--- config.mk ---
export PLATFORM = sky130hd
export DESIGN_NAME = add_num_operand_fetch_flat
export DESIGN_NICKNAME = d
export VERILOG_FILES = /design/src/rtl/add_num_pkg.sv /design/src/rtl/add_num_operand_fetch_if.sv /design/src/rtl/add_num_fetch_timer.sv /design/src/rtl/add_num_operand_fetch.sv /design/src/flat_wrapper.sv
export SDC_FILE = /design/constraint.sdc
export NUM_CORES = 1
export LEC_CHECK = 0
export BUFFER_PORTS_ARGS = -buffer_cell sky130_fd_sc_hd__buf_2
export CORE_AREA = 2 2 253 255
export DETAILED_ROUTE_END_ITERATION = 10
export DIE_AREA = 0 0 255 257
export MAX_ROUTING_LAYER = met4
export PLACE_DENSITY_LB_ADDON = 0.05
export SLEW_MARGIN = 40
export SYNTH_ARGS = -nofsm -noshare
export SYNTH_HDL_FRONTEND = slang
export SYNTH_SLANG_ARGS = --single-unit
--- constraint.sdc ---
create_clock -name clk -period 1.99 [get_ports clk]
set_clock_uncertainty 0.15 [all_clocks]
set_input_delay 0.2985 -clock clk [delete_from_list [all_inputs] [get_ports clk]]
set_output_delay 0.2985 -clock clk [all_outputs]
set_load 0.01 [all_outputs]
--- src/rtl/add_num_pkg.sv ---
// Shared types and defaults for the add-two-numbers AFU datapath.
// Used by the operand-fetch stage and the downstream adder/write-back stage.
package add_num_pkg;

    localparam int DEFAULT_OP_W = 8;
    localparam logic [11:0] DEFAULT_MDATA_TAG = 12'hADD;

    localparam int CL_ADDR_W = 42;
    localparam int CL_DATA_W = 512;
    localparam int MDATA_W   = 16;
    localparam int SEQ_W     = 4;

    typedef enum logic [1:0] {
        IDLE     = 2'd0,
        REQ      = 2'd1,
        WAIT_RSP = 2'd2,
        OUT      = 2'd3
    } t_fetch_state;

    typedef struct packed {
        logic [DEFAULT_OP_W-1:0] op_a;
        logic [DEFAULT_OP_W-1:0] op_b;
    } t_add_operands;

    // The sequence number in the low bits lets stale responses be told apart.
    function automatic logic [MDATA_W-1:0] make_mdata(
        input logic [MDATA_W-SEQ_W-1:0] tag,
        input logic [SEQ_W-1:0]         seq
    );
        return {tag, seq};
    endfunction

endpackage

--- src/rtl/add_num_operand_fetch_if.sv ---
// Command, CCI-P c0 read and operand hand-off signals of the operand-fetch stage.
// master = the fetch block, slave = its surroundings (CSR decode, memory, adder).
interface add_num_operand_fetch_if #(
    parameter int OP_W = add_num_pkg::DEFAULT_OP_W
);

    logic                              cmd_valid;
    logic                              cmd_ready;
    logic [add_num_pkg::CL_ADDR_W-1:0] cmd_addr;

    logic                              c0_req_valid;
    logic [add_num_pkg::CL_ADDR_W-1:0] c0_req_addr;
    logic [add_num_pkg::MDATA_W-1:0]   c0_req_mdata;
    logic                              c0_tx_alm_full;

    logic                              c0_rsp_valid;
    logic [add_num_pkg::MDATA_W-1:0]   c0_rsp_mdata;
    logic [add_num_pkg::CL_DATA_W-1:0] c0_rsp_data;

    logic                              op_valid;
    logic                              op_ready;
    logic [OP_W-1:0]                   op_a;
    logic [OP_W-1:0]                   op_b;

    modport master (
        input  cmd_valid, cmd_addr,
        output cmd_ready,
        output c0_req_valid, c0_req_addr, c0_req_mdata,
        input  c0_tx_alm_full,
        input  c0_rsp_valid, c0_rsp_mdata, c0_rsp_data,
        output op_valid, op_a, op_b,
        input  op_ready
    );

    modport slave (
        output cmd_valid, cmd_addr,
        input  cmd_ready,
        input  c0_req_valid, c0_req_addr, c0_req_mdata,
        output c0_tx_alm_full,
        output c0_rsp_valid, c0_rsp_mdata, c0_rsp_data,
        input  op_valid, op_a, op_b,
        output op_ready
    );

endinterface

--- src/rtl/add_num_fetch_timer.sv ---
// Clearable up-counter guarding the wait for a memory read response.
// tc_o flags the last permitted cycle (count == TIMEOUT_CYCLES-1).
module add_num_fetch_timer #(
    parameter int TIMEOUT_CYCLES = 4096
) (
    input  logic clk,
    input  logic reset_n,
    input  logic clr_i,
    input  logic en_i,
    output logic tc_o
);

    localparam int CNT_W = $clog2(TIMEOUT_CYCLES);
    localparam logic [CNT_W-1:0] TERMINAL = CNT_W'(TIMEOUT_CYCLES - 1);

    logic [CNT_W-1:0] count_q;
    logic [CNT_W-1:0] count_d;

    // Clear has priority so a new request always starts from zero.
    always_comb begin
        count_d = count_q;
        if (clr_i) begin
            count_d = '0;
        end else if (en_i) begin
            count_d = count_q + CNT_W'(1);
        end
    end

    always_ff @(posedge clk or negedge reset_n) begin
        if (!reset_n) begin
            count_q <= '0;
        end else begin
            count_q <= count_d;
        end
    end

    assign tc_o = (count_q == TERMINAL);

endmodule

--- src/rtl/add_num_operand_fetch.sv ---
// Operand-fetch stage: issues one c0 read per command, matches the tagged
// response, and hands the two low operands to the adder stage.
module add_num_operand_fetch
    import add_num_pkg::*;
#(
    parameter int          OP_W           = DEFAULT_OP_W,
    parameter int          TIMEOUT_CYCLES = 4096,
    parameter logic [11:0] MDATA_TAG      = DEFAULT_MDATA_TAG
) (
    input  logic                          clk,
    input  logic                          reset_n,
    add_num_operand_fetch_if.master       bus,
    input  logic                          err_clr,
    output logic                          busy,
    output logic                          err_timeout
);

    t_fetch_state          state_q, state_d;
    logic [SEQ_W-1:0]      seq_q, seq_d;
    logic                  c0_req_valid_q, c0_req_valid_d;
    logic [CL_ADDR_W-1:0]  c0_req_addr_q, c0_req_addr_d;
    logic [MDATA_W-1:0]    c0_req_mdata_q, c0_req_mdata_d;
    logic                  op_valid_q, op_valid_d;
    logic [OP_W-1:0]       op_a_q, op_a_d;
    logic [OP_W-1:0]       op_b_q, op_b_d;
    logic                  err_timeout_q, err_timeout_d;

    logic                  timer_clr;
    logic                  timer_en;
    logic                  timer_tc;
    logic                  rsp_match;
    logic                  unused_rsp_bits;

    add_num_fetch_timer #(
        .TIMEOUT_CYCLES (TIMEOUT_CYCLES)
    ) u_timer (
        .clk     (clk),
        .reset_n (reset_n),
        .clr_i   (timer_clr),
        .en_i    (timer_en),
        .tc_o    (timer_tc)
    );

    // The held request tag identifies the one outstanding read; anything else is stale.
    assign rsp_match = bus.c0_rsp_valid && (bus.c0_rsp_mdata == c0_req_mdata_q);

    assign unused_rsp_bits = ^bus.c0_rsp_data[CL_DATA_W-1:2*OP_W];

    always_comb begin
        state_d        = state_q;
        seq_d          = seq_q;
        c0_req_valid_d = 1'b0;
        c0_req_addr_d  = c0_req_addr_q;
        c0_req_mdata_d = c0_req_mdata_q;
        op_valid_d     = op_valid_q;
        op_a_d         = op_a_q;
        op_b_d         = op_b_q;
        err_timeout_d  = err_timeout_q & ~err_clr;
        timer_clr      = 1'b0;
        timer_en       = 1'b0;

        unique case (state_q)
            IDLE: begin
                if (bus.cmd_valid) begin
                    c0_req_addr_d = bus.cmd_addr;
                    state_d       = REQ;
                end
            end

            REQ: begin
                if (!bus.c0_tx_alm_full) begin
                    c0_req_valid_d = 1'b1;
                    c0_req_mdata_d = make_mdata(MDATA_TAG, seq_q);
                    seq_d          = seq_q + SEQ_W'(1);
                    timer_clr      = 1'b1;
                    state_d        = WAIT_RSP;
                end
            end

            WAIT_RSP: begin
                timer_en = 1'b1;
                // A matching response in the expiry cycle still wins over the timeout.
                if (rsp_match) begin
                    op_a_d     = bus.c0_rsp_data[OP_W-1:0];
                    op_b_d     = bus.c0_rsp_data[2*OP_W-1:OP_W];
                    op_valid_d = 1'b1;
                    state_d    = OUT;
                end else if (timer_tc) begin
                    err_timeout_d = 1'b1;
                    state_d       = IDLE;
                end
            end

            OUT: begin
                if (bus.op_ready) begin
                    op_valid_d = 1'b0;
                    state_d    = IDLE;
                end
            end

            default: begin
                state_d = IDLE;
            end
        endcase
    end

    always_ff @(posedge clk or negedge reset_n) begin
        if (!reset_n) begin
            state_q        <= IDLE;
            seq_q          <= '0;
            c0_req_valid_q <= 1'b0;
            c0_req_addr_q  <= '0;
            c0_req_mdata_q <= '0;
            op_valid_q     <= 1'b0;
            op_a_q         <= '0;
            op_b_q         <= '0;
            err_timeout_q  <= 1'b0;
        end else begin
            state_q        <= state_d;
            seq_q          <= seq_d;
            c0_req_valid_q <= c0_req_valid_d;
            c0_req_addr_q  <= c0_req_addr_d;
            c0_req_mdata_q <= c0_req_mdata_d;
            op_valid_q     <= op_valid_d;
            op_a_q         <= op_a_d;
            op_b_q         <= op_b_d;
            err_timeout_q  <= err_timeout_d;
        end
    end

    assign bus.cmd_ready    = (state_q == IDLE);
    assign busy             = (state_q != IDLE);
    assign bus.c0_req_valid = c0_req_valid_q;
    assign bus.c0_req_addr  = c0_req_addr_q;
    assign bus.c0_req_mdata = c0_req_mdata_q;
    assign bus.op_valid     = op_valid_q;
    assign bus.op_a         = op_a_q;
    assign bus.op_b         = op_b_q;
    assign err_timeout      = err_timeout_q;

endmodule

--- src/flat_wrapper.sv ---
// flat-port wrapper written by rule: the top's interface ports become plain ports
module add_num_operand_fetch_flat import add_num_pkg::*;
#(
    parameter int          OP_W           = DEFAULT_OP_W,
    parameter int          TIMEOUT_CYCLES = 4096,
    parameter logic [11:0] MDATA_TAG      = DEFAULT_MDATA_TAG
)
  (clk, reset_n, err_clr, busy, err_timeout, bus_cmd_valid, bus_cmd_addr, bus_cmd_ready, bus_c0_req_valid, bus_c0_req_addr, bus_c0_req_mdata, bus_c0_tx_alm_full, bus_c0_rsp_valid, bus_c0_rsp_mdata, bus_c0_rsp_data, bus_op_valid, bus_op_a, bus_op_b, bus_op_ready);
  add_num_operand_fetch_if #(.OP_W(OP_W)) bus_i ();
  input  logic clk;
  input  logic reset_n;
  input  logic err_clr;
  output logic busy;
  output logic err_timeout;
  input wire logic [$bits(bus_i.cmd_valid)-1:0] bus_cmd_valid;
  input wire logic [$bits(bus_i.cmd_addr)-1:0] bus_cmd_addr;
  output wire logic [$bits(bus_i.cmd_ready)-1:0] bus_cmd_ready;
  output wire logic [$bits(bus_i.c0_req_valid)-1:0] bus_c0_req_valid;
  output wire logic [$bits(bus_i.c0_req_addr)-1:0] bus_c0_req_addr;
  output wire logic [$bits(bus_i.c0_req_mdata)-1:0] bus_c0_req_mdata;
  input wire logic [$bits(bus_i.c0_tx_alm_full)-1:0] bus_c0_tx_alm_full;
  input wire logic [$bits(bus_i.c0_rsp_valid)-1:0] bus_c0_rsp_valid;
  input wire logic [$bits(bus_i.c0_rsp_mdata)-1:0] bus_c0_rsp_mdata;
  input wire logic [$bits(bus_i.c0_rsp_data)-1:0] bus_c0_rsp_data;
  output wire logic [$bits(bus_i.op_valid)-1:0] bus_op_valid;
  output wire logic [$bits(bus_i.op_a)-1:0] bus_op_a;
  output wire logic [$bits(bus_i.op_b)-1:0] bus_op_b;
  input wire logic [$bits(bus_i.op_ready)-1:0] bus_op_ready;
  assign bus_i.cmd_valid = bus_cmd_valid;
  assign bus_i.cmd_addr = bus_cmd_addr;
  assign bus_cmd_ready = bus_i.cmd_ready;
  assign bus_c0_req_valid = bus_i.c0_req_valid;
  assign bus_c0_req_addr = bus_i.c0_req_addr;
  assign bus_c0_req_mdata = bus_i.c0_req_mdata;
  assign bus_i.c0_tx_alm_full = bus_c0_tx_alm_full;
  assign bus_i.c0_rsp_valid = bus_c0_rsp_valid;
  assign bus_i.c0_rsp_mdata = bus_c0_rsp_mdata;
  assign bus_i.c0_rsp_data = bus_c0_rsp_data;
  assign bus_op_valid = bus_i.op_valid;
  assign bus_op_a = bus_i.op_a;
  assign bus_op_b = bus_i.op_b;
  assign bus_i.op_ready = bus_op_ready;
  add_num_operand_fetch #(.OP_W(OP_W), .TIMEOUT_CYCLES(TIMEOUT_CYCLES), .MDATA_TAG(MDATA_TAG)) u_core (.clk(clk), .reset_n(reset_n), .bus(bus_i), .err_clr(err_clr), .busy(busy), .err_timeout(err_timeout));
endmodule
Word-level counts from Yosys, hierarchy flattened
Cells that the tools add are included.

$add $sub $neg: 2. Eq/ne operators: 10. Muxes and demuxes: 17. Bitwise logic cells: 3. Reductions and logical operators: 10.

Operators with widths (count): $mux W12 (2); $eq A16 B16 Y1 (1); $add A12 B1 Y12 const B (1); $eq A12 B12 Y1 const B (1); $mux W2 (5); $mux W1 (8); $pmux W2 S4 (1); $ne A2 B2 Y1 const B (3); $reduce_and A2 Y1 (3); $reduce_bool A2 Y1 (3); $add A4 B1 Y4 const B (1); $eq A2 B2 Y1 const B (2); $reduce_and A4 Y1 (1); $ne A3 B1 Y1 const B (1); $reduce_and A3 Y1 (1); $eq A2 B1 Y1 const B (1); $logic_not A2 Y1 (1); $ne A2 B1 Y1 const B (1); $not A1 Y1 (2); $pmux W1 S2 (1); $and A1 B1 Y1 (1); $logic_and A1 B1 Y1 (1).

Flip-flop bits (word level): 84. Input bits: 577. Output and inout port bits: 79. Logic and storage cells: 52.

Longest topological paths before layout
Gate-level depths: netlist (run 1).

Word-level depth: 5. Depth in mapped cells: 6. Gate-level depth less buffers: 6.

Modules after synthesis
Synthesis (run 1) repeated with hierarchy kept, for this count alone.

Cells, all modules: 258. Area, all modules: 3565.9 µm².

Modules (own cells, without submodules): add_num_operand_fetch (instances 1, cells each 198, area each 2967.8 µm²); add_num_fetch_timer (instances 1, cells each 60, area each 598.1 µm²).

Worst setup path before layout (run 1)
Ideal clock, no wire load.

Path type: input-to-reg. From: input bus_c0_rsp_mdata[7]. To: register u_core.op_a_q[4] (netlist: u_core.bus.op_a[4]). Setup time: 125 ps. Arrival time: 1734 ps. Path slack: -19 ps. Stages on the path: 6. Buffers on the path: 2. Path through: or4_4 -> nor4_4 -> o2111a_1 -> buf_6 -> buf_12 -> mux2_4.

Word-level cells in the longest chain between the ends: 3.

RTL lines: start, declared (line flat_wrapper.sv:23) `input wire logic [$bits(bus_i.c0_rsp_mdata)-1:0] bus_c0_rsp_mdata;`; $eq A16 B16 Y1 (line add_num_operand_fetch.sv:45) `assign rsp_match = bus.c0_rsp_valid && (bus.c0_rsp_mdata == c0_req_mdata_q);`; $logic_and A1 B1 Y1 (line add_num_operand_fetch.sv:45); $reduce_and A2 Y1 (no source line); end signal, assigned (line add_num_operand_fetch.sv:125) `op_a_q <= op_a_d;`; end, declared (line add_num_operand_fetch.sv:24) `logic [OP_W-1:0] op_a_q, op_a_d;`.

No other way between the ends. A chain may end at the register's enable or synchronous reset.

Worst setup path in the final report (run 1)
From: register u_core.c0_req_mdata_q[1] (netlist: u_core.bus.c0_req_mdata[1]). To: register u_core.op_a_q[3] (netlist: u_core.bus.op_a[3]).

Word-level cells in the longest chain between the ends: 3.

RTL lines: start, declared (line add_num_operand_fetch.sv:22) `logic [MDATA_W-1:0] c0_req_mdata_q, c0_req_mdata_d;`; start signal, assigned (line add_num_operand_fetch.sv:123) `c0_req_mdata_q <= c0_req_mdata_d;`; $eq A16 B16 Y1 (line add_num_operand_fetch.sv:45); $logic_and A1 B1 Y1 (line add_num_operand_fetch.sv:45); $reduce_and A2 Y1 (no source line).

No other way between the ends.

==> flow_metrics.tcl, run 1 <==
set metrics [dict create \
    status "finished with violations" \
    failed_checks "setup timing" \
    max_frequency_ghz 0.483 \
    setup.worst_path.end_class "flip-flop" \
    p_leak_nw 2.76 \
    detailroute.via_count 3021 \
    synth_compound_gate_area_share_pct 5.03 \
    count_of_port_buffers_added_during_placement 155 \
    yosysUniqueCellTypes 39 \
    met3_usage_pct 1.83 \
    cell_area_power_density_nw_per_um2 1100 \
    synth_top_family_by_area "multiplexers" \
    final_max_slew_viol_count 0 \
    grt.busiest_layer "met2" \
    clock_tree.root_cell "sky130_fd_sc_hd__clkbuf_16" \
    worst_setup_path_start_kind "flip-flop" \
    synth-xor-area-share_pct 1.70 \
    tritoncts_buffers 9 \
    routed_wire_length_per_instance_um 13.0 \
    required_ns 2.10 \
    gr-total-overflow 0 \
    cpPeakStageDelay_ns 0.40 \
    ys.flop_type "sky130_fd_sc_hd__dfrtp_1" \
    global_route.usage.total_pct 5.46 \
    dp.final_hpwl_um 13300 \
    placeableCoreArea_sq_um 62700 \
    timing.reg2reg.setup_slack_ns -0.08 \
    ir_drop_mv 0.433 \
    antenna_left 0 \
    first_pass_grt_wire_length_um 23900 \
    switching_power_mw 2.49 \
    wp_data_arrival_ns 2.18 \
    drc 0 \
    worst_r2r_path_depth 6 \
    internal_power_mw 4.58 \
    min_period_over_period_pct 104 \
    yosys.area.top_type_share_pct 58.3 \
    synth_largest_area_cell "sky130_fd_sc_hd__dfrtp_1" \
    dp_cells 1279 \
    synth-seq-cells 84 \
    synth.top_cells.by_count "84 x sky130_fd_sc_hd__dfrtp_1, 49 x sky130_fd_sc_hd__mux2_2, 28 x sky130_fd_sc_hd__nand2_1" \
    clock_path_buffers 2 \
    worstHoldPathType "in2reg" \
    synth-seq-area-share_pct 58.3 \
    hold_path_startpoint "bus_c0_rsp_data[11]" \
    path_class "reg2reg" \
    final-setup-viol-count 16 \
    io_pins 656 \
    cell_by_cell_trace_of_the_critical_path "xor2_1 -> nor4_2 -> buf_4 -> o2111a_2 -> buf_12 -> mux2_2" \
    cts.clk_slew.worst_paths_ns 0.07 \
    number_of_global_route_vias_before_repair 3287 \
    grt.met2_usage_pct 9.47 \
    rows 92 \
    setup_ws_ns -0.0797 \
    max_cap_viol_count 0 \
    clock_insertion_delay_worst_skew_ns 0.37 \
    post-place-ws_ns -0.267 \
    synthAdderAreaFrac_pct 0.694 \
    synth.mux.area_fraction_pct 20.0 \
    dieArea_sq_um 65500 \
    synthSimpleGateAreaFrac_pct 9.30 \
    area_delta_synth_final_pct 78.2 \
    synth_enable_flop_cells 0 \
    slowest_stage "sky130_fd_sc_hd__dfrtp_1" \
    post_route_cells_drive_above_1_share_pct 52.2 \
    floorplan.initialDensity_pct 5.75 \
    grt_antenna_before_repair 2 \
    setup_repair_after_global_routing_missed_its_margin "yes" \
    hold-path-cell-count 2 \
    finalNonFillerCells 1352 \
    synth_async_sr_flop_share_pct 100 \
    floorplan.die.width_um 255 \
    route.detailed.vias_per_inst 2.23 \
    design_power_total_mw 7.07 \
    routed_wl_um 17600 \
    synthesis.instances 277 \
    drt_pass1_iterations 4 \
    grt_max_degree 43 \
    synthesis.area_sq_um 3610 \
    main_area_contributors_after_synthesis "sky130_fd_sc_hd__dfrtp_1 58%, sky130_fd_sc_hd__mux2_2 15%, sky130_fd_sc_hd__mux2_4 4.2%, sky130_fd_sc_hd__nand2_1 2.9%, sky130_fd_sc_hd__buf_4 2.3%" \
    power_frac_comb_pct 36.0 \
    final_hold_viols 0 \
    cts_htree_levels 3 \
    clkSinkCount 84 \
    startpoint "u_core.bus.c0_req_mdata[1]" \
    met1_usage_pct 5.81 \
    finalCriticalPeriod_ns 2.07 \
    r2r-end "u_core.bus.op_a[3]" \
    antenna-diode-count 0 \
    setup_tns_ns -0.825 \
    swShare_pct 35.2 \
    reg_power_share_pct 37.7 \
    die_height_um 257 \
    worstPathMaxFanout 16 \
    p_clk_share_pct 26.2 \
    tritoncts_clock_tree "yes" \
    nNetsFinal 1080 \
    post-synth-top-count-cell "sky130_fd_sc_hd__dfrtp_1" \
    globalplace.congestion 0.661 \
    initialDrtViolationCount 68 \
    holdPathEnd "u_core.bus.op_b[3]" \
    synthesis.area_per_instance_sq_um 13.0 \
    synthesis.yosys.warnings 0 \
    critical_path.reg2reg.startpoint "u_core.bus.c0_req_mdata[1]" \
]
## cells in the final DEF (no fill, tap or decap), drive strengths merged, types with 2 or more instances in the layout
master       netlist  final
a21oi              4      4
and2               2      2
and3               5      5
buf               18    179
clkbuf             5     13
clkinv             0      2
conb               1      4
dfrtp             84     84
dlygate4sd3        0     52
ha                 2      2
inv                5      6
mux2              59     59
mux2i              2      2
nand2             28     28
nand2b             2      2
nand3              5      5
nand4              5      5
nor2               6      6
nor3               2      2
nor4               4      4
o211ai             3      3
o21ai             14     14
o31ai              2      2
or2                2      2
xnor2              2      2
xor2               5      5
## power groups by stage
stage / Combinational (mW) / Clock, mW / Sequential [mW]
after floorplan: 0.970 / 0 / 2.87
after global placement: 2.38 / 0 / 2.73
after detailed placement: 2.39 / 0 / 2.72
after CTS: 2.48 / 2.01 / 2.69
after global routing: 2.83 / 2.06 / 2.77
final: 2.55 / 1.85 / 2.67
## through the flow
stage	instance area, sq um	utilization [%]	hold slack (ns)
after detailed placement	5490	8.76	0.104
after global routing	6430	10.2	0.0121
after floorplan	3620	-	-0.147
final	6430	10.2	0.0363
after CTS	6320	10.1	0.00131
after global placement	5490	8.76	0.105
## flip-flops by register name, indices dropped and copies added, names as in the netlist
signal / count
u_core.bus.c0_req_valid: 1
u_core.bus.op_valid: 1
u_core.err_timeout: 1
u_core.bus.op_b: 8
u_core.bus.op_a: 8
u_core.bus.c0_req_addr: 42
u_core.seq_q: 4
u_core.u_timer.count_q: 12
u_core.state_q: 2
u_core.bus.c0_req_mdata: 5
## logic make-up after synthesis
logic type | after synthesis
flops | 84
simple gates | 65
mux | 61
compound gates | 29
buf+inv | 28
xor+xnor | 7
fa+ha+maj | 2
other cells | 1
## area by class of cell
class / instances / area [sq um]
clock inverters: 5 / 60.1
well taps: 846 / 1060
multi-input cells: 168 / 1360
inverters: 5 / 18.8
repair buffers: 233 / 1580
clock buffers: 11 / 243
fillers: 7248 / 56300
flip-flops and latches: 84 / 2100
## worst max path at each step
stage	end	slack [ns]	depth (start not counted)
floorplan	u_core.bus.op_a[4]	-0.02	6
global placement	u_core.bus.op_a[1]	-0.27	6
detailed placement	u_core.bus.op_a[7]	-0.27	6
CTS	u_core.bus.op_a[0]	-0.20	6
global route	u_core.bus.op_b[7]	-0.20	6
finish	u_core.bus.op_a[3]	-0.08	6
## worst max-delay path, delay by kind of cell (launching register included)
kind / cells / cell delay, ns
buffers and inverters: 2 / 0.34
and+or+nand+nor: 1 / 0.28
AOI/OAI and AO/OA: 1 / 0.23
muxes: 1 / 0.35
xor gates and xnor gates: 1 / 0.17
DFF: 1 / 0.40
## layer usage
layer  vias up  part of all wire [%]  wire length, um
li1       1406                     -                -
met1      1520                    41             7180
met2        76                    53             9390
met3        19                   4.3              758
met4         0                   1.5              256
met5         -                     0                0
## what timing repair did
action	CTS	global route
pin swaps	0	1
endpoints found under the hold margin	73	0
endpoints found under the setup margin	16	57
buffers inserted	0	1
gates cloned	0	4
gates resized for setup	1	9
hold buffers	52	0
No activity file was read; power rests on OpenSTA's default activity.
==> run 2, diff against run 1 <==
--- a/config.mk
+++ b/config.mk
@@ -11,6 +11,7 @@
 export DIE_AREA = 0 0 255 257
 export MAX_ROUTING_LAYER = met4
 export PLACE_DENSITY_LB_ADDON = 0.05
+export SETUP_SLACK_MARGIN = 0.02
 export SLEW_MARGIN = 40
 export SYNTH_ARGS = -nofsm -noshare
 export SYNTH_HDL_FRONTEND = slang
==> flow_metrics.tcl, run 2 (synthesized netlist as in run 1, its figures left out) <==
set metrics [dict create \
    clkSinkCount 84 \
    setup_ws_ns -0.0812 \
    ir_drop_mv 0.431 \
    reg_power_share_pct 37.6 \
    final_common_cell "sky130_fd_sc_hd__buf_2" \
    cell_area_power_density_nw_per_um2 1100 \
    antenna_left 0 \
    required_ns 2.10 \
    nFillCells 7256 \
    max_cap_viol_count 0 \
    globalplace.congestion 0.661 \
    worst_setup_path_start_kind "flip-flop" \
    clock_path_buffers 2 \
    worstHoldPathType "in2reg" \
    max_frequency_ghz 0.483 \
    route.detailed.vias_per_inst 2.23 \
    switching_power_mw 2.48 \
    grt_antenna_before_repair 2 \
    nNetsFinal 1081 \
    cell_by_cell_trace_of_the_critical_path "xor2_1 -> nor4_2 -> buf_4 -> o2111a_2 -> buf_12 -> mux2_2" \
    tritoncts_buffers 9 \
    setup.worst_path.end_class "flip-flop" \
    number_of_global_route_vias_before_repair 3328 \
    cts.clk_slew.worst_paths_ns 0.07 \
    largest_register_ff_count 42 \
    p_clk_share_pct 26.1 \
    cpPeakStageDelay_ns 0.40 \
    worstPathMaxFanout 16 \
    routed_wl_um 17400 \
    drc 0 \
    wp_data_arrival_ns 2.18 \
    die_height_um 257 \
    rows 92 \
    tritoncts_clock_tree "yes" \
    final_max_slew_viol_count 0 \
    placeableCoreArea_sq_um 62700 \
    finalNonFillerCells 1353 \
    global_route.usage.total_pct 5.68 \
    initialDrtViolationCount 72 \
    post_route_cells_drive_above_1_share_pct 52.3 \
    antenna-diode-count 0 \
    cts_htree_levels 3 \
    utilization_pct 10.3 \
    routed_wire_length_per_instance_um 12.9 \
    design_power_total_mw 7.09 \
    drt_pass1_iterations 6 \
    final_hold_viols 0 \
    mostFrequentLayoutCells "154 x sky130_fd_sc_hd__buf_2, 82 x sky130_fd_sc_hd__dfrtp_1, 52 x sky130_fd_sc_hd__dlygate4sd3_1" \
    multi_input_comb_area_sq_um 1360 \
    clock_insertion_delay_worst_skew_ns 0.37 \
    gr-total-overflow 0 \
    seq_area_sq_um 2100 \
    path_class "reg2reg" \
    status "finished with violations" \
    internal_power_mw 4.61 \
    dp.final_hpwl_um 13300 \
    slowest_stage "sky130_fd_sc_hd__dfrtp_1" \
    failed_checks "setup timing" \
    final-setup-viol-count 16 \
    swShare_pct 35.0 \
    io_pins 656 \
    grt_max_degree 38 \
    detailroute.via_count 3018 \
    clock_tree.root_cell "sky130_fd_sc_hd__clkbuf_16" \
    min_period_over_period_pct 104 \
    dp_cells 1279 \
    floorplan.die.width_um 255 \
    setup_tns_ns -0.850 \
    p_leak_nw 2.77 \
    count_of_port_buffers_added_during_placement 155 \
    dieArea_sq_um 65500 \
    setup_repair_after_global_routing_missed_its_margin "yes" \
    power_frac_comb_pct 36.3 \
    first_pass_grt_wire_length_um 24800 \
    design_area_sq_um 6440 \
    floorplan.initialDensity_pct 5.75 \
    area_delta_synth_final_pct 78.6 \
    finalCriticalPeriod_ns 2.07 \
    placed_cell_area_sq_um 5490 \
]
run 2: cell count changes in the layout (fill, tap and decap cells not counted):
cell and change:
sky130_fd_sc_hd__buf_16 +2, sky130_fd_sc_hd__buf_6 +1, sky130_fd_sc_hd__clkbuf_16 -2
run 2: cell type report:
type	instances	area share (%)
inverters	5	0.291
multi-input cells	168	21.1
clock buffers	11	3.77
repair buffers	234	24.8
clock inverters	5	0.932
flip-flops and latches	84	32.7
well taps	846	16.4
run 2: per-layer routing:
| layer | track usage, % | share of wire (%) |
|---|---|---|
| met1 | 6.20 | 40 |
| met2 | 9.78 | 54 |
| met3 | 1.83 | 4.5 |
| met4 | 1.71 | 1.4 |
| met5 | - | 0 |
run 2: worst max-delay path: cells and delay by family, from the launching register on:
| family | cells | cell delay (ns) |
|---|---|---|
| compound gates | 1 | 0.23 |
| xor+xnor | 1 | 0.17 |
| buf+inv | 2 | 0.34 |
| flops | 1 | 0.40 |
| mux | 1 | 0.35 |
| simple gates | 1 | 0.28 |
run 2: worst paths after layout:
kind / startpoint / slack (ns) / cells after the start / endpoint
min in group asynchronous: reset_n / 0.23 / 2 / u_core.bus.op_b[1]
setup reg to reg: u_core.bus.c0_req_mdata[1] / -0.08 / 6 / u_core.bus.op_a[3]
setup / recovery: u_core.bus.c0_req_mdata[1] / -0.08 / 6 / u_core.bus.op_a[3]
max in group asynchronous: reset_n / 0.72 / 3 / u_core.bus.c0_req_addr[6]
hold reg to reg: u_core.seq_q[3] / 0.32 / 1 / u_core.seq_q[3]
hold / removal: bus_c0_rsp_data[11] / 0.04 / 2 / u_core.bus.op_b[3]
run 2: power by group through the flow:
stage	registers [mW]	logic, mW	clock network (mW)
finish	2.66	2.58	1.85
global route	2.77	2.86	2.06
floorplan	2.87	0.970	0
detailed placement	2.72	2.39	0
CTS	2.69	2.67	2.01
global placement	2.73	2.38	0
run 2: repair_timing:
| action | 4_1_cts | 5_1_grt |
|---|---|---|
| buffers inserted | 3 | 1 |
| resized for setup | 8 | 4 |
| endpoints found under the hold margin | 73 | 0 |
| cloned | 2 | 0 |
| pin swaps | 1 | 0 |
| endpoints found under the setup margin | 36 | 28 |
| hold buffers | 52 | 0 |
run 2: stage by stage:
stage / hold WS (ns) / worst slack (ns)
3_3_place_gp: 0.105 / -0.266
3_5_place_dp: 0.104 / -0.267
4_1_cts: 0.00131 / -0.204
2_1_floorplan: -0.147 / -0.0189
6_report: 0.0375 / -0.0812
5_1_grt: 0.0121 / -0.199
